===== src/rtl/marmot_core_rst_seq.sv =====
// Wishbone-controlled reset sequencer for MarmotCaravelChip: delayed, glitch-free
// core_rst_n release with a guaranteed minimum re-assertion width.
module marmot_core_rst_seq #(
  parameter logic [31:0] ADDR_BASE    = 32'h3000_0000,
  parameter int unsigned CNT_W        = 16,
  parameter int unsigned DEFAULT_HOLD = 16,
  parameter int unsigned MIN_ASSERT   = 8
) (
  input  logic        clk,
  input  logic        rst_n,
  input  logic        wbs_cyc_i,
  input  logic        wbs_stb_i,
  input  logic        wbs_we_i,
  input  logic [3:0]  wbs_sel_i,
  input  logic [31:0] wbs_adr_i,
  input  logic [31:0] wbs_dat_i,
  output logic        wbs_ack_o,
  output logic [31:0] wbs_dat_o,
  output logic        core_rst_n,
  output logic [1:0]  core_state
);

  typedef enum logic [1:0] {
    ST_IDLE   = 2'd0,
    ST_WAIT   = 2'd1,
    ST_RUN    = 2'd2,
    ST_ASSERT = 2'd3
  } state_e;

  localparam logic [CNT_W-1:0] CNT_ONE       = CNT_W'(1);
  localparam logic [CNT_W-1:0] ASSERT_RELOAD = CNT_W'(MIN_ASSERT - 1);
  localparam logic [CNT_W-1:0] HOLD_RESET    = CNT_W'(DEFAULT_HOLD);

  state_e             state_q, state_d;
  logic [CNT_W-1:0]   cnt_q, cnt_d;
  logic [CNT_W-1:0]   hold_q, hold_d;
  logic [31:0]        scratch_q, scratch_d;
  logic [31:0]        dat_q, dat_d;
  logic [7:0]         rel_q, rel_d;
  logic               run_q, run_d;
  logic               soft_q, soft_d;
  logic               ack_q;
  logic               rstn_q;

  logic               valid;
  logic               access;
  logic               wr;
  logic [31:0]        wmask;
  logic [31:0]        hold_rd;
  logic [31:0]        rd_data;
  logic               adr_unused;

  assign adr_unused = ^wbs_adr_i[1:0];

  assign valid  = wbs_cyc_i & wbs_stb_i & (wbs_adr_i[31:4] == ADDR_BASE[31:4]);
  assign access = valid & ~ack_q;
  assign wr     = access & wbs_we_i;
  assign wmask  = {{8{wbs_sel_i[3]}}, {8{wbs_sel_i[2]}}, {8{wbs_sel_i[1]}}, {8{wbs_sel_i[0]}}};

  always_comb begin
    hold_rd = '0;
    hold_rd[CNT_W-1:0] = hold_q;
  end

  always_comb begin
    rd_data = '0;
    case (wbs_adr_i[3:2])
      2'd0: rd_data = {31'b0, run_q};
      2'd1: rd_data = {16'b0, rel_q, 5'b0, rstn_q, state_q};
      2'd2: rd_data = hold_rd;
      2'd3: rd_data = scratch_q;
      default: rd_data = '0;
    endcase
  end

  // Register file: read data is captured before the same-edge write lands.
  always_comb begin
    run_d     = run_q;
    soft_d    = 1'b0;
    hold_d    = hold_q;
    scratch_d = scratch_q;
    dat_d     = dat_q;
    if (access) begin
      dat_d = rd_data;
    end
    if (wr) begin
      case (wbs_adr_i[3:2])
        2'd0: begin
          if (wbs_sel_i[0]) begin
            run_d  = wbs_dat_i[0];
            soft_d = wbs_dat_i[1];
          end
        end
        2'd2: hold_d    = CNT_W'((hold_rd & ~wmask) | (wbs_dat_i & wmask));
        2'd3: scratch_d = (scratch_q & ~wmask) | (wbs_dat_i & wmask);
        default: ;
      endcase
    end
  end

  always_comb begin
    state_d = state_q;
    cnt_d   = cnt_q;
    rel_d   = rel_q;
    case (state_q)
      ST_IDLE: begin
        if (run_q) begin
          state_d = ST_WAIT;
          cnt_d   = hold_q;
        end
      end
      ST_WAIT: begin
        if (!run_q) begin
          state_d = ST_IDLE;
        end else if (soft_q) begin
          cnt_d = hold_q;
        end else if (cnt_q == '0) begin
          state_d = ST_RUN;
          if (rel_q != 8'hFF) begin
            rel_d = rel_q + 8'd1;
          end
        end else begin
          cnt_d = cnt_q - CNT_ONE;
        end
      end
      ST_RUN: begin
        if (!run_q || soft_q) begin
          state_d = ST_ASSERT;
          cnt_d   = ASSERT_RELOAD;
        end
      end
      ST_ASSERT: begin
        if (cnt_q == '0) begin
          state_d = ST_IDLE;
        end else begin
          cnt_d = cnt_q - CNT_ONE;
        end
      end
      default: state_d = ST_IDLE;
    endcase
  end

  // core_rst_n tracks the next state so it changes on the same edge as the FSM.
  always_ff @(posedge clk or negedge rst_n) begin
    if (!rst_n) begin
      state_q   <= ST_IDLE;
      cnt_q     <= '0;
      hold_q    <= HOLD_RESET;
      scratch_q <= '0;
      dat_q     <= '0;
      rel_q     <= '0;
      run_q     <= 1'b0;
      soft_q    <= 1'b0;
      ack_q     <= 1'b0;
      rstn_q    <= 1'b0;
    end else begin
      state_q   <= state_d;
      cnt_q     <= cnt_d;
      hold_q    <= hold_d;
      scratch_q <= scratch_d;
      dat_q     <= dat_d;
      rel_q     <= rel_d;
      run_q     <= run_d;
      soft_q    <= soft_d;
      ack_q     <= access;
      rstn_q    <= (state_d == ST_RUN);
    end
  end

  assign wbs_ack_o  = ack_q;
  assign wbs_dat_o  = dat_q;
  assign core_rst_n = rstn_q;
  assign core_state = state_q;

endmodule

===== config.mk =====
export PLATFORM = sky130hd
export DESIGN_NAME = marmot_core_rst_seq
export DESIGN_NICKNAME = d
export VERILOG_FILES = /design/src/rtl/marmot_core_rst_seq.sv
export SDC_FILE = /design/constraint.sdc
export NUM_CORES = 1
export LEC_CHECK = 0
export ABC_AREA = 1
export CORE_MARGIN = 3
export CORE_UTILIZATION = 60
export CTS_BUF_LIST = sky130_fd_sc_hd__clkbuf_4 sky130_fd_sc_hd__clkbuf_8 sky130_fd_sc_hd__clkbuf_16
export CTS_CLUSTER_SIZE = 20
export DETAILED_ROUTE_END_ITERATION = 10
export DONT_BUFFER_PORTS = 1
export GPL_TIMING_DRIVEN = 0
export PLACE_DENSITY = 0.78
export SKIP_CTS_REPAIR_TIMING = 1
export SYNTH_ARGS = -nofsm -noshare
export SYNTH_HDL_FRONTEND = slang
export SYNTH_SLANG_ARGS = --single-unit

===== constraint.sdc =====
create_clock -name clk -period 3.6 [get_ports clk]
set_clock_uncertainty 0.1 [all_clocks]
set_input_delay 0.72 -clock clk [delete_from_list [all_inputs] [get_ports clk]]
set_output_delay 0.72 -clock clk [all_outputs]
set_load 0.005 [all_outputs]

==> flow_metrics.env, run 1 <==
export IMPL_worstPathCellList="inv_1, ha_1, nand2_1, nor2_1, nand2_1, inv_1, nand3_1, nor2_2, nand2_1, xor2_1"
export IMPL_critical_path_required_ns=3.77
export IMPL_fmax_ghz=0.4527
export IMPL_ant_nets=0
export IMPL_grt_pass1_wl_um=22640
export IMPL_crit_type="register to register"
export IMPL_setup_viol=0
export IMPL_syn_num_nets=767
export IMPL_die_area_mm2=0.01039
export IMPL_yosys_top_cells_area="dfrtp_1 (49%), nand2_1 (15%), nand4_1 (5.2%), inv_1 (4.4%), nor2_1 (4.1%)"
export IMPL_root_buffer="clkbuf_8"
export IMPL_drcViolationCount=0
export IMPL_cts_tree="done"
export IMPL_synth_top_area_share_pct=49.41
export IMPL_pin_count=109
export IMPL_via_per_inst=5.875
export IMPL_io_buffers=0
export IMPL_netlist_area_mm2=0.005520
export IMPL_grt_overflow=0
export IMPL_antenna_found_initial=0
export IMPL_hp_class="primary input to asynchronous set/reset pin"
export IMPL_path_max_fanout=6
export IMPL_peakVddDrop_mv=0.2525
export IMPL_yosysTopAreaCell="dfrtp_1"
export IMPL_die_w_um=101.9
export IMPL_worstMarginPinSlew_ns=0.5654
export IMPL_critical_path_buf_inv_count=2
export IMPL_cts_buffers=9
export IMPL_drt_total_wl_um=14140
export IMPL_yosys_cell_types_count=40
export IMPL_cellLeakagePower_nw=3.086
export IMPL_drtIter0Drc=262
export IMPL_stdcell_area_mm2=0.005917
export IMPL_status="finished clean"
export IMPL_start_util_pct=62.39
export IMPL_wire_per_inst_um=17.31
export IMPL_final_hold_violation_count=0
export IMPL_core_area_mm2=0.008848
export IMPL_grt_pass1_vias=4563
export IMPL_synth_seq_area_share_pct=49.89
export IMPL_nets=779
export IMPL_syn_area_per_cell_um2=7.977
export IMPL_end_kind="register"
export IMPL_n_antenna_cell=0
export IMPL_htreeDepth=3
export IMPL_cp_arrival_ns=2.38
export IMPL_yosysWarnings=0
export IMPL_tns_ns=0
export IMPL_slew_violations=0
export IMPL_critPathMaxStageDelay_ns=0.41
export IMPL_fin_util_pct=66.87
export IMPL_dp_hpwl_um=10280
export IMPL_start_kind="register"
export IMPL_max_slew_margin_pct=62.31
export IMPL_max_cap_violations=0
export IMPL_syn_inst=692
export IMPL_clkSinkCount=110
export IMPL_p_per_area_mw_per_mm2=363.6
export IMPL_dr_total_vias=4800
export IMPL_place_congestion=0.9080
export IMPL_area_delta_synth_final_pct=7.185
export IMPL_cts_buffer_depth=2
export IMPL_critPathMostFrequentCell="nand2_1"
export IMPL_grt_usage_pct=28.03
export IMPL_crit_family="simple AND/OR/NAND/NOR gates"
export IMPL_drive_gt1_share_pct=6.911
export IMPL_placed_area_mm2=0.005655
export IMPL_insertion_delay_ns=0.39
export IMPL_clkSlewWorstSetupHoldPaths_ns=0.12
export IMPL_rsz0062_at_grt="no"
export IMPL_period_share_pct=61.36
export IMPL_crit_slowest_cell="dfrtp_1"
export IMPL_dr_pass1_iters=5
export IMPL_die_y_um=101.9
export IMPL_ys_ff_latch=110
export IMPL_finalCriticalPeriod_ns=2.209
export IMPL_grt_max_degree=111
export IMPL_row_count=34
==> worst reg2reg max path, stage by stage (launching register included) <==
cell and delay, ns:
dfrtp_1 0.41, inv_1 0.16, ha_1 0.23, nand2_1 0.12, nor2_1 0.12, nand2_1 0.16, inv_1 0.13, nand3_1 0.14
nor2_2 0.25, nand2_1 0.12, xor2_1 0.16
==> kinds of logic after synthesis <==
| kind of cell | after synthesis | share of synthesized area (%) |
|---|---|---|
| xor gates and xnor gates | 7 | 1.111 |
| AOI/OAI and AO/OA | 88 | 9.044 |
| buffers and inverters | 99 | 7.820 |
| adders and majority gates | 2 | 0.4532 |
| and+or+nand+nor | 383 | 31.14 |
| DFF | 110 | 49.89 |
| muxes | 3 | 0.5440 |
==> where the power goes <==
group          internal, mW  switching, mW
Sequential             1.24      0.0000143
Clock                 0.355          0.489
Combinational        0.0126         0.0596
==> worst paths after layout <==
path                       depth (start not counted)                    endpoint          from  slack (ns)
max in group asynchronous                          1                   cnt_q[11]         rst_n        2.81
min reg2reg                                        1                    rel_q[6]      rel_q[6]        0.38
min                                                0  asynchronous set/reset pin         rst_n        0.06
min in group clk                                   2                    register  wbs_dat_i[4]        0.34
max reg2reg                                       10                    rel_q[4]      cnt_q[0]        1.39
max                                               10                    rel_q[4]      cnt_q[0]        1.39
==> routing by layer <==
layer  vias to the layer above  GRT usage (%)  wire length (um)
met5                         -              0                 0
met4                         0          8.880               176
met3                        14          6.553              1322
met2                       211          44.57              6933
met1                      2280          38.50              5711
li1                       2295              -                 -
==> area by class of cell <==
class	instances	area, um2
Timing Repair Buffer	1	27.53
Inverter	69	259.0
Sequential cell	110	2754
Multi-Input combinational cell	483	2335
Tap cell	108	135.1
Buffer	30	172.7
Clock inverter	7	110.1
Clock buffer	9	123.9
Fill cell	747	2932
==> cell usage after synthesis (all sizes together) <==
cell,n
nor4,2
o21ai,46
nand3b,1
a221oi,7
a22oi,3
a21oi,23
o22ai,2
xnor2,1
buf,18
nand3,34
o221ai,1
mux2i,3
dfstp,1
ha,2
nand2,223
clkinv,2
a31o,1
clkbuf,12
nor2,64
or2,1
inv,67
dfrtp,109
nand4,47
a22o,2
o21a,1
nor3,10
and2,1
xor2,6
o211ai,2
==> cells in the final DEF, fill, tap and decap left out, drive strengths merged, types with 7 or more instances in the layout <==
master	instances
buf	19
dfrtp	109
a221oi	7
a21oi	23
inv	71
nor3	10
o21ai	46
nand4	47
nor2	64
clkbuf	21
nand3	34
nand2	223
==> per-stage QoR <==
step / setup WS (ns) / total power, mW / hold slack (ns) / instances
floorplan: 1.587 / 1.293 / 0.3244 / 692
global placement: 1.347 / 1.305 / 0.3279 / 800
detailed placement: 1.306 / 1.305 / 0.3273 / 800
CTS: 1.437 / 2.133 / -0.09944 / 816
global route: 1.207 / 2.219 / 0.03117 / 817
finish: 1.391 / 2.151 / 0.05741 / 817
(Power assumes the default switching activity.)
==> inputs of run 2 (changes only) <==
clock period = 2.25 ns   (was 3.6 ns; I/O delays follow)
==> flow_metrics.env, run 2 (same netlist as run 1, synthesis figures left out) <==
export IMPL_status="finished, violations left"
export IMPL_violations="negative hold slack"
export IMPL_r2r_setup_slack_ns=0.15
export IMPL_end_kind="register"
export IMPL_insertion_delay_ns=0.39
export IMPL_setup_viol=0
export IMPL_rsz0062_at_grt="no"
export IMPL_critical_path_required_ns=2.42
export IMPL_core_area_mm2=0.008848
export IMPL_grt_overflow=0
export IMPL_worstMarginPinSlew_ns=0.5671
export IMPL_cellLeakagePower_nw=3.072
export IMPL_cts_buffers=9
export IMPL_dp_hpwl_um=10280
export IMPL_stdcell_area_mm2=0.005904
export IMPL_pwr_share_clk_pct=39.8
export IMPL_pin_count=109
export IMPL_p_sw_share_pct=24.93
export IMPL_rr_startpoint="core_state[0]"
export IMPL_die_y_um=101.9
export IMPL_ant_nets=0
export IMPL_max_slew_margin_pct=62.19
export IMPL_seq_area_mm2=0.002754
export IMPL_grt_pass1_vias=4563
export IMPL_cp_arrival_ns=2.27
export IMPL_path_max_fanout=10
export IMPL_start_kind="register"
export IMPL_start_util_pct=62.39
export IMPL_dr_total_vias=4809
export IMPL_p_comb_share_pct=2.2
export IMPL_io_buffers=0
export IMPL_root_buffer="clkbuf_8"
export IMPL_slew_violations=0
export IMPL_row_count=34
export IMPL_total_power_mw=3.409
export IMPL_grt_usage_pct=28.03
export IMPL_clkSinkCount=110
export IMPL_final_hold_violation_count=110
export IMPL_drive_gt1_share_pct=7.345
export IMPL_fmax_ghz=0.4759
export IMPL_drtIter0Drc=233
export IMPL_finalCriticalPeriod_ns=2.101
export IMPL_antenna_found_initial=0
export IMPL_n_antenna_cell=0
export IMPL_period_share_pct=93.40
export IMPL_crit_type="register to register"
export IMPL_clkSlewWorstSetupHoldPaths_ns=0.12
export IMPL_layout_cells_most_common="nand2_1"
export IMPL_place_congestion=0.9080
export IMPL_htreeDepth=3
export IMPL_nets=778
export IMPL_fill_cells=748
export IMPL_grt_pass1_wl_um=22640
export IMPL_internal_power_mw=2.560
export IMPL_reg2reg_depth=7
export IMPL_max_cap_violations=0
export IMPL_cts_tree="done"
export IMPL_p_per_area_mw_per_mm2=577.4
export IMPL_cts_buffer_depth=2
export IMPL_p_sw_mw=0.8499
export IMPL_p_seq_share_pct=58.0
export IMPL_multiInputGateArea_mm2=0.002350
export IMPL_peakVddDrop_mv=0.4046
export IMPL_timing_rr_end="cnt_q[2]"
export IMPL_area_delta_synth_final_pct=6.958
export IMPL_fin_util_pct=66.73
export IMPL_via_per_inst=5.893
export IMPL_die_w_um=101.9
export IMPL_tns_ns=0
export IMPL_die_area_mm2=0.01039
export IMPL_placed_area_mm2=0.005655
export IMPL_drcViolationCount=0
export IMPL_hp_class="primary input to asynchronous set/reset pin"
export IMPL_wire_per_inst_um=17.29
export IMPL_drt_total_wl_um=14110
export IMPL_layout_common_cells="nand2_1 (222), dfrtp_1 (109), inv_1 (64), nor2_1 (59), nand4_1 (46)"
export IMPL_dr_pass1_iters=5
export IMPL_hold_ws_ns=-0.3501
export IMPL_grt_max_degree=111
==> run 2: how the worst max path moves through the flow <==
| stage | startpoint | to | slack (ns) | cells after the start |
|---|---|---|---|---|
| after detailed placement | cnt_q[0] | rel_q[4] | 0.11 | 10 |
| after global placement | cnt_q[0] | rel_q[4] | 0.17 | 10 |
| final | core_state[0] | cnt_q[2] | 0.15 | 7 |
| after floorplan | cnt_q[0] | rel_q[4] | 0.48 | 10 |
| after CTS | cnt_q[0] | rel_q[4] | 0.09 | 10 |
| after global routing | core_state[0] | cnt_q[2] | 0.01 | 7 |
==> run 2: metrics by stage <==
step | setup slack [ns] | hold slack, ns | cells
after detailed placement | 0.1140 | 0.05728 | 800
after CTS | 0.08742 | -0.3694 | 816
after global routing | 0.01117 | -0.3773 | 816
after global placement | 0.1657 | 0.05789 | 800
final | 0.1486 | -0.3501 | 816
after floorplan | 0.4819 | 0.05441 | 692
==> run 2: final cells by class <==
cell class | count | area share, %
Sequential cell | 110 | 46.64
Multi-Input combinational cell | 483 | 39.80
Inverter | 69 | 4.387
Buffer | 30 | 2.924
Tap cell | 108 | 2.289
Clock buffer | 9 | 2.098
Clock inverter | 7 | 1.865
==> run 2: worst max-delay path, cell delays in order (launching register included) <==
cell and delay (ns):
dfrtp_1 0.46, inv_2 0.14, nand2_1 0.11, o21ai_1 0.25, clkinv_1 0.33, clkbuf_1 0.34
nor2_1 0.18, a21oi_1 0.07
==> run 2: power groups by stage <==
| stage | registers [mW] | logic (mW) | clock network [mW] |
|---|---|---|---|
| after floorplan | 2.02 | 0.0541 | 0 |
| after global placement | 2.01 | 0.0726 | 0 |
| after detailed placement | 2.01 | 0.0736 | 0 |
| after CTS | 1.98 | 0.0741 | 1.36 |
| after global routing | 1.98 | 0.0824 | 1.44 |
| final | 1.98 | 0.0752 | 1.36 |
==> run 2: layer usage <==
metal  GRT usage, %  vias to the layer above  share of wire, %
li1               -                     2294                 -
met1          38.50                     2312                42
met2          44.57                      187                49
met3          6.553                       16               7.9
met4          8.880                        0               1.4
met5              0                        -                 0
